**config.mk**
```make
export PLATFORM = sky130hd
export DESIGN_NAME = i2c_slave_receiver
export DESIGN_NICKNAME = d
export VERILOG_FILES = /design/src/rtl/i2c_slave_receiver.sv
export SDC_FILE = /design/constraint.sdc
export NUM_CORES = 1
export LEC_CHECK = 0
export ABC_AREA = 1
export CAP_MARGIN = 20
export CORE_UTILIZATION = 35
export CTS_BUF_LIST = sky130_fd_sc_hd__clkbuf_8
export DETAILED_ROUTE_END_ITERATION = 10
export PLACE_DENSITY_LB_ADDON = 0.15
export SLEW_MARGIN = 25
export SYNTH_ARGS = -nofsm -noshare
export SYNTH_HDL_FRONTEND = slang
export SYNTH_SLANG_ARGS = --single-unit
```
**constraint.sdc**
```tcl
create_clock -name clk -period 1.75 [get_ports clk]
set_clock_uncertainty 0.15 [all_clocks]
set_input_delay 0.2625 -clock clk [delete_from_list [all_inputs] [get_ports clk]]
set_output_delay 0.2625 -clock clk [all_outputs]
set_load 0.02 [all_outputs]
```
**src/rtl/i2c_slave_receiver.sv**
```systemverilog
// -----------------------------------------------------------------------------
// i2c_slave_receiver
//
// Slave-side receive sequencer. Sits downstream of the slave byte reader,
// detects START/STOP on the bus, gates the byte reader, matches the 7-bit
// address, drives ACK/NACK on SDA and hands every accepted write-data byte
// to the local side through a single-entry valid/ready holding register.
// Read transfers (R/W=1) are NACKed; they belong to the transmit path.
//
// Parameters:
//   SLAVE_ADDR        7-bit address this slave responds to
//
// Ports:
//   clk               system clock, all logic on rising edge
//   rst_n             asynchronous active-low reset
//   scl_i, sda_i      bus levels, already synchronous to clk
//   sda_o             SDA drive (0 = pull low, 1 = release)
//   byte_read_en      enable to the byte reader
//   byte_read_o       byte from the byte reader, MSB first
//   byte_read_finish  one-cycle pulse, 8 bits received
//   byte_read_err     bit-level error from the byte reader
//   rx_data/rx_valid  held data byte and its valid flag
//   rx_ready          local side accepts rx_data
//   rx_start, rx_stop one-cycle pulses for START/repeated START and STOP
//   rx_overflow       one-cycle pulse, data byte NACKed because holding reg full
//   rx_err            one-cycle pulse, reader error during an active byte read
//   busy              high whenever the sequencer is not idle
// -----------------------------------------------------------------------------
module i2c_slave_receiver #(
  parameter logic [6:0] SLAVE_ADDR = 7'h50
) (
  input  logic       clk,
  input  logic       rst_n,
  input  logic       scl_i,
  input  logic       sda_i,
  output logic       sda_o,
  output logic       byte_read_en,
  input  logic [7:0] byte_read_o,
  input  logic       byte_read_finish,
  input  logic       byte_read_err,
  output logic [7:0] rx_data,
  output logic       rx_valid,
  input  logic       rx_ready,
  output logic       rx_start,
  output logic       rx_stop,
  output logic       rx_overflow,
  output logic       rx_err,
  output logic       busy
);

  typedef enum logic [2:0] {
    ST_IDLE      = 3'd0,
    ST_WAIT_FALL = 3'd1,
    ST_ADDR      = 3'd2,
    ST_DATA      = 3'd3,
    ST_ACK_WAIT  = 3'd4,
    ST_ACK_HOLD  = 3'd5,
    ST_IGNORE    = 3'd6
  } state_t;

  state_t state_r;
  state_t state_nxt_s;

  logic scl_last_r;
  logic sda_last_r;
  logic ack_r;
  logic ack_nxt_s;

  logic start_s;
  logic stop_s;
  logic scl_fall_s;
  logic addr_match_s;
  logic load_s;
  logic overflow_s;
  logic err_s;
  logic rx_valid_nxt_s;

  // Bus conditions: SDA edges while SCL stays high are START/STOP.
  assign start_s      = scl_i & scl_last_r & sda_last_r & ~sda_i;
  assign stop_s       = scl_i & scl_last_r & ~sda_last_r & sda_i;
  assign scl_fall_s   = scl_last_r & ~scl_i;
  // Only a write (R/W=0) to our address is acknowledged here.
  assign addr_match_s = (byte_read_o[7:1] == SLAVE_ADDR) & ~byte_read_o[0];

  // Previous bus levels for edge detection; idle bus is high.
  always_ff @(posedge clk or negedge rst_n) begin
    if (!rst_n) begin
      scl_last_r <= 1'b1;
      sda_last_r <= 1'b1;
    end else begin
      scl_last_r <= scl_i;
      sda_last_r <= sda_i;
    end
  end

  // Next-state logic; bus conditions override byte events (STOP > START > err > finish).
  always_comb begin
    state_nxt_s = state_r;
    ack_nxt_s   = ack_r;
    load_s      = 1'b0;
    overflow_s  = 1'b0;
    err_s       = 1'b0;
    if (stop_s) begin
      state_nxt_s = ST_IDLE;
    end else if (start_s) begin
      state_nxt_s = ST_WAIT_FALL;
    end else begin
      case (state_r)
        ST_IDLE: begin
          state_nxt_s = ST_IDLE;
        end
        ST_WAIT_FALL: begin
          // The reader must only be enabled once SCL is low after START.
          if (scl_fall_s) begin
            state_nxt_s = ST_ADDR;
          end else begin
            state_nxt_s = ST_WAIT_FALL;
          end
        end
        ST_ADDR: begin
          if (byte_read_err) begin
            err_s       = 1'b1;
            state_nxt_s = ST_IGNORE;
          end else if (byte_read_finish) begin
            if (addr_match_s) begin
              ack_nxt_s   = 1'b1;
              state_nxt_s = ST_ACK_WAIT;
            end else begin
              state_nxt_s = ST_IGNORE;
            end
          end else begin
            state_nxt_s = ST_ADDR;
          end
        end
        ST_DATA: begin
          if (byte_read_err) begin
            err_s       = 1'b1;
            state_nxt_s = ST_IGNORE;
          end else if (byte_read_finish) begin
            state_nxt_s = ST_ACK_WAIT;
            // A byte consumed in this same cycle frees the slot for the new one.
            if (!rx_valid || rx_ready) begin
              load_s    = 1'b1;
              ack_nxt_s = 1'b1;
            end else begin
              ack_nxt_s  = 1'b0;
              overflow_s = 1'b1;
            end
          end else begin
            state_nxt_s = ST_DATA;
          end
        end
        ST_ACK_WAIT: begin
          // Falling SCL ends the 8th bit; the ACK slot starts now.
          if (scl_fall_s) begin
            if (ack_r) begin
              state_nxt_s = ST_ACK_HOLD;
            end else begin
              state_nxt_s = ST_IGNORE;
            end
          end else begin
            state_nxt_s = ST_ACK_WAIT;
          end
        end
        ST_ACK_HOLD: begin
          // Falling SCL after the 9th high ends the ACK slot.
          if (scl_fall_s) begin
            state_nxt_s = ST_DATA;
          end else begin
            state_nxt_s = ST_ACK_HOLD;
          end
        end
        ST_IGNORE: begin
          state_nxt_s = ST_IGNORE;
        end
        default: begin
          state_nxt_s = ST_IDLE;
        end
      endcase
    end
  end

  // Holding-register valid flag: a load wins over a simultaneous consume.
  always_comb begin
    rx_valid_nxt_s = rx_valid;
    if (load_s) begin
      rx_valid_nxt_s = 1'b1;
    end else if (rx_valid && rx_ready) begin
      rx_valid_nxt_s = 1'b0;
    end else begin
      rx_valid_nxt_s = rx_valid;
    end
  end

  // State, ACK decision and bus-facing outputs, all derived from the next state.
  always_ff @(posedge clk or negedge rst_n) begin
    if (!rst_n) begin
      state_r      <= ST_IDLE;
      ack_r        <= 1'b0;
      sda_o        <= 1'b1;
      byte_read_en <= 1'b0;
      busy         <= 1'b0;
    end else begin
      state_r      <= state_nxt_s;
      ack_r        <= ack_nxt_s;
      // SDA is only ever pulled low while holding an ACK.
      sda_o        <= (state_nxt_s != ST_ACK_HOLD);
      // Leaving ADDR/DATA for any reason drops the enable, which also clears
      // the reader's bit counter on a repeated START or error.
      byte_read_en <= (state_nxt_s == ST_ADDR) || (state_nxt_s == ST_DATA);
      busy         <= (state_nxt_s != ST_IDLE);
    end
  end

  // Event pulses, one cycle each, in the cycle after the event.
  always_ff @(posedge clk or negedge rst_n) begin
    if (!rst_n) begin
      rx_start    <= 1'b0;
      rx_stop     <= 1'b0;
      rx_overflow <= 1'b0;
      rx_err      <= 1'b0;
    end else begin
      rx_start    <= start_s;
      rx_stop     <= stop_s;
      rx_overflow <= overflow_s;
      rx_err      <= err_s;
    end
  end

  // Local-side holding register; untouched by START, STOP or errors.
  always_ff @(posedge clk or negedge rst_n) begin
    if (!rst_n) begin
      rx_data  <= 8'h00;
      rx_valid <= 1'b0;
    end else begin
      if (load_s) begin
        rx_data <= byte_read_o;
      end else begin
        rx_data <= rx_data;
      end
      rx_valid <= rx_valid_nxt_s;
    end
  end

endmodule

```
After elaboration in Yosys (flattened, before gate mapping)
Cells that the tools add are included.

storage, ports and cells
  output and inout bits = 16
  input port bits = 15
  word-level logic and storage cells = 86
  register bits after elaboration = 22

operators by class
  bitwise logic cells = 13
  mux-type cells = 36
  equality and inequality tests = 15
  reduce and logical (&&, ||, !) cells = 9

operator list
  operator                                                               number
  3-bit two-way mux                                                      8
  1-bit two-way mux                                                      23
  3-bit case mux with 6 select lines                                     1
  3-bit by 2-bit equality test with 1-bit output, second input constant  4
  2-bit != test, second input constant                                   5
  3-bit equality test, second input constant                             3
  8-bit AND reduction                                                    1
  1-bit AND                                                              7
  7-bit equality test, second input constant                             1
  2-bit two-way mux                                                      3
  1-bit inverter                                                         6
  2-bit nonzero test                                                     2
  3-bit by 1-bit equality test with 1-bit output, second input constant  1
  3-bit != test, second input constant                                   1
  3-bit nonzero test                                                     1
  1-bit logical OR                                                       2
  1-bit case mux with 2 select lines                                     1
  2-bit OR reduction                                                     1
  1-bit logical AND                                                      1
  1-bit logical NOT                                                      1

Longest topological paths before layout
  depth in word-level cells = 10
  mapped depth = 10
  mapped depth without buffers = 10

Worst setup path before layout
OpenSTA, ideal clock, no wires.

  path kind = register to register
  start = register sda_last_r
  end = register rx_data[4]
  path buffers = 1
  required time = 1.483 ns
  setup slack = 0.298 ns
  clock period less this slack = 1.452 ns
  arrival = 1.185 ns
  setup time = 0.117 ns
  cell stages (with the launch flop) = 9
  cell sequence = dfstp_2 nor2_1 nand2_1 nand2_2 nor2_4 nand3_4 buf_6 nand2_2 o21ai_2

between the ends
  cells in the longest elaborated chain, start to end = 4
  elaborated cells between the ends (all ways) = 7
  those cells by class = mux (2); bitwise (5)

RTL lines
  item                                                   RTL line  text
  start: declaration                                     65        logic sda_last_r;
  start signal: assignment                               92        sda_last_r <= sda_i;
  1-bit AND / 1-bit inverter (equally long branches)     79, 80
  1-bit AND, on equally long branches                    79, 80
  1-bit two-way mux / 1-bit AND (equally long branches)  105, 80
  1-bit two-way mux (*)                                  103       if (stop_s) begin
  end signal: assignment                                 237       rx_data <= byte_read_o;
  end signal: assignment                                 239       rx_data <= rx_data;
  end: declaration                                       41        output logic [7:0] rx_data,

Every way passes the cells marked *; elsewhere a longest branch is shown, timed or not.
A chain may end at the register's enable or synchronous reset.

Worst setup path after layout
  start = register rx_data[4]
  end = output rx_data[4]

No word-level cell between the ends.

==> flow_metrics.py <==
metrics = {
    "global_routing": {
        "antenna_found_initial": 0,
        "grt_max_degree": 23,
        "grt_pass1_vias": 862,
        "grt_overflow": 0,
        "grt_pass1_wl_um": 3580,
        "grt_usage_pct": 14.2,
    },
    "pwr": {
        "seq_power_share_pct": 52.1,
        "ir_drop_mv": 0.325,
        "p_per_area_mw_per_mm2": 703,
        "p_int_mw": 0.791,
        "swShare_pct": 23.4,
        "totalPowerFinal_mw": 1.03,
        "pwr-share-clk_pct": 35.1,
        "p_switching_mw": 0.241,
        "pwr-share-comb_pct": 12.8,
        "leakage_nw": 0.789,
    },
    "synth": {
        "netlist_top_cells_area": "dfrtp_1 (45%), nand2_1 (13%), inv_1 (9.5%)",
        "synth_top_area_share_pct": 44.7,
        "synth_most_common_cell": "nand2_1",
        "async_flop_share_pct": 100,
        "synth_edf_count": 0,
        "yosysWarningCount": 0,
        "yosys.area.top_type": "dfrtp_1",
        "synth_cell_types": 19,
        "synth_nets": 145,
        "yosys-top-cells-count": "nand2_1 (36), inv_1 (27), dfrtp_1 (19), nor2_1 (14), o21ai_2 (7)",
        "synth_seq_cells": 22,
        "synth.cell_area_mm2": 0.00106,
        "syn_avg_cell_area_um2": 8.19,
        "yosysSeqAreaShare_pct": 52.1,
        "postSynthCellCount": 130,
        "yosys_most_used_dff": "dfrtp_1",
    },
    "final_layout": {
        "area_growth_pct": 38.0,
        "nNetsFinal": 182,
        "stdcell_area_mm2": 0.00147,
        "regArea_um2": 554,
        "fillers": 257,
        "final_util_pct": 51.9,
        "n_antenna_cell": 0,
        "drive_gt1_share_pct": 15.1,
        "multi_input_area_um2": 394,
    },
    "die": {
        "die_area_mm2": 0.00327,
        "start_util_pct": 37.6,
        "core_area_mm2": 0.00283,
        "ios": 31,
        "die_h_um": 57.2,
        "std_cell_rows": 19,
        "fp.dieW_um": 57.2,
    },
    "setup_path": {
        "crit_path_end_kind": "output pin",
        "path_cells": "clkdlybuf4s50_1",
        "required_ns": 1.34,
        "slowest_delay_ns": 0.61,
        "critPathBufInv": 1,
        "cp_top_family": "buffers and inverters",
        "cp_max_fo": 2,
        "cp_slowest_cell": "clkdlybuf4s50_1",
        "start_kind": "flop",
        "crit_arrival_ns": 1.25,
        "critical_path_class": "flop to output pin",
    },
    "clock_network": {
        "tritoncts": "yes",
        "cts_hold_buf": 0,
        "clkTransAtPathRegs_ns": 0.08,
        "clk_latency_ns": 0.26,
        "ctsLongestPathBuffers": 2,
        "htreeDepth": 1,
        "cts-root-buf": "clkbuf_8",
        "post-cts-setup-buffer-count": 0,
        "clkSinkCount": 22,
        "post_cts_resized": 1,
        "cts_buffers": 3,
    },
    "placement": {
        "hpwl_um": 1590,
        "io_buffers": 30,
        "place_congestion": 0.830,
        "post_dp_cell_area_mm2": 0.00142,
    },
    "timing": {
        "maxSlewViolCount": 0,
        "timing.hold.ws_ns": 0.194,
        "fin_tns_setup_ns": 0,
        "rsz0062_at_grt": "false",
        "hold_viol": 0,
        "setup_viol": 0,
        "timing.fmax_mhz": 600,
        "slew_headroom_pct": 81.7,
        "finalCriticalPeriod_ns": 1.67,
        "finalCritPeriodShare_pct": 95.2,
        "tightest_slew_ns": 0.275,
    },
    "drt": {
        "routed_wl_um": 2040,
        "dr_total_vias": 889,
        "wl_per_cell_um": 10.3,
        "drc": 2,
        "ant_nets": 0,
        "dr.pass1.iters": 7,
        "drt-initial-drc-count": 32,
        "vias_per_cell": 4.51,
    },
    "status": {
        "status": "complete, but fails checks",
        "violations": "DRC",
    },
    "hold_path": {
        "hold_class": "input pin to async pin",
    },
    "run": {
        "cap_violations": 0,
    },
}
state kept, by name, summed over array words and instances, names as in the netlist:
name / cells
ack_r: 1
busy: 1
byte_read_en: 1
rx_data: 8
rx_err: 1
rx_overflow: 1
rx_start: 1
rx_stop: 1
rx_valid: 1
scl_last_r: 1
sda_last_r: 1
sda_o: 1
state_r: 3
kinds of logic after synthesis:
family | synth area share (%)
buffers and inverters | 10.9
AO/OA/AOI/OAI | 9.63
flip-flops | 52.1
AND/OR/NAND/NOR | 27.4
metrics by stage:
step	setup slack (ns)	instances
global route	0.0392	197
detailed placement	-0.0662	193
CTS	0.0730	197
global placement	-0.0231	193
finish	0.0841	197
floorplan	0.298	130
worst paths after layout:
check | startpoint | to | slack [ns] | cells past startpoint
hold reg to reg | rx_data[3] | rx_data[3] | 0.34 | 2
min in group clk | sda_i | sda_last_r | 0.30 | 1
setup / recovery | rx_data[4] | rx_data[4] | 0.08 | 1
setup reg to reg | sda_last_r | rx_data[7] | 0.23 | 8
hold / removal | rst_n | rx_valid | 0.19 | 2
max in group asynchronous | rst_n | scl_last_r | 0.98 | 2
metal layers:
layer	share of wire, %	GRT usage, %
met3	4.2	2.49
met1	47	17.9
met5	0	0
met4	2.2	7.32
met2	47	23.5
final cells by class:
cell class                      instances  area share (%)
Sequential cell                        22            37.7
Multi-Input combinational cell         79            26.8
Timing Repair Buffer                   33            21.9
Inverter                               28            7.16
Clock buffer                            4            3.75
Tap cell                               31            2.64
cells in the final DEF (no fill, tap or decap), types with 2 or more instances in the layout:
cell type,synthesis,routed
dfstp_2,3,3
o21ai_0,4,4
nand2_2,4,4
nand3_1,5,5
clkdlybuf4s50_1,0,29
nand2_1,36,36
inv_1,27,27
nor2_1,14,14
clkbuf_8,0,4
nand4_1,2,2
dfrtp_1,19,19
buf_4,0,3
o21ai_2,7,7
power by group through the flow:
| stage | clock (mW) | sequential (mW) | combinational [mW] |
|---|---|---|---|
| finish | 0.363 | 0.537 | 0.132 |
| floorplan | 0 | 0.555 | 0.0504 |
| detailed placement | 0 | 0.547 | 0.133 |
| CTS | 0.374 | 0.537 | 0.134 |
| global route | 0.390 | 0.540 | 0.148 |
| global placement | 0 | 0.547 | 0.131 |
(Power assumes the default switching activity.)
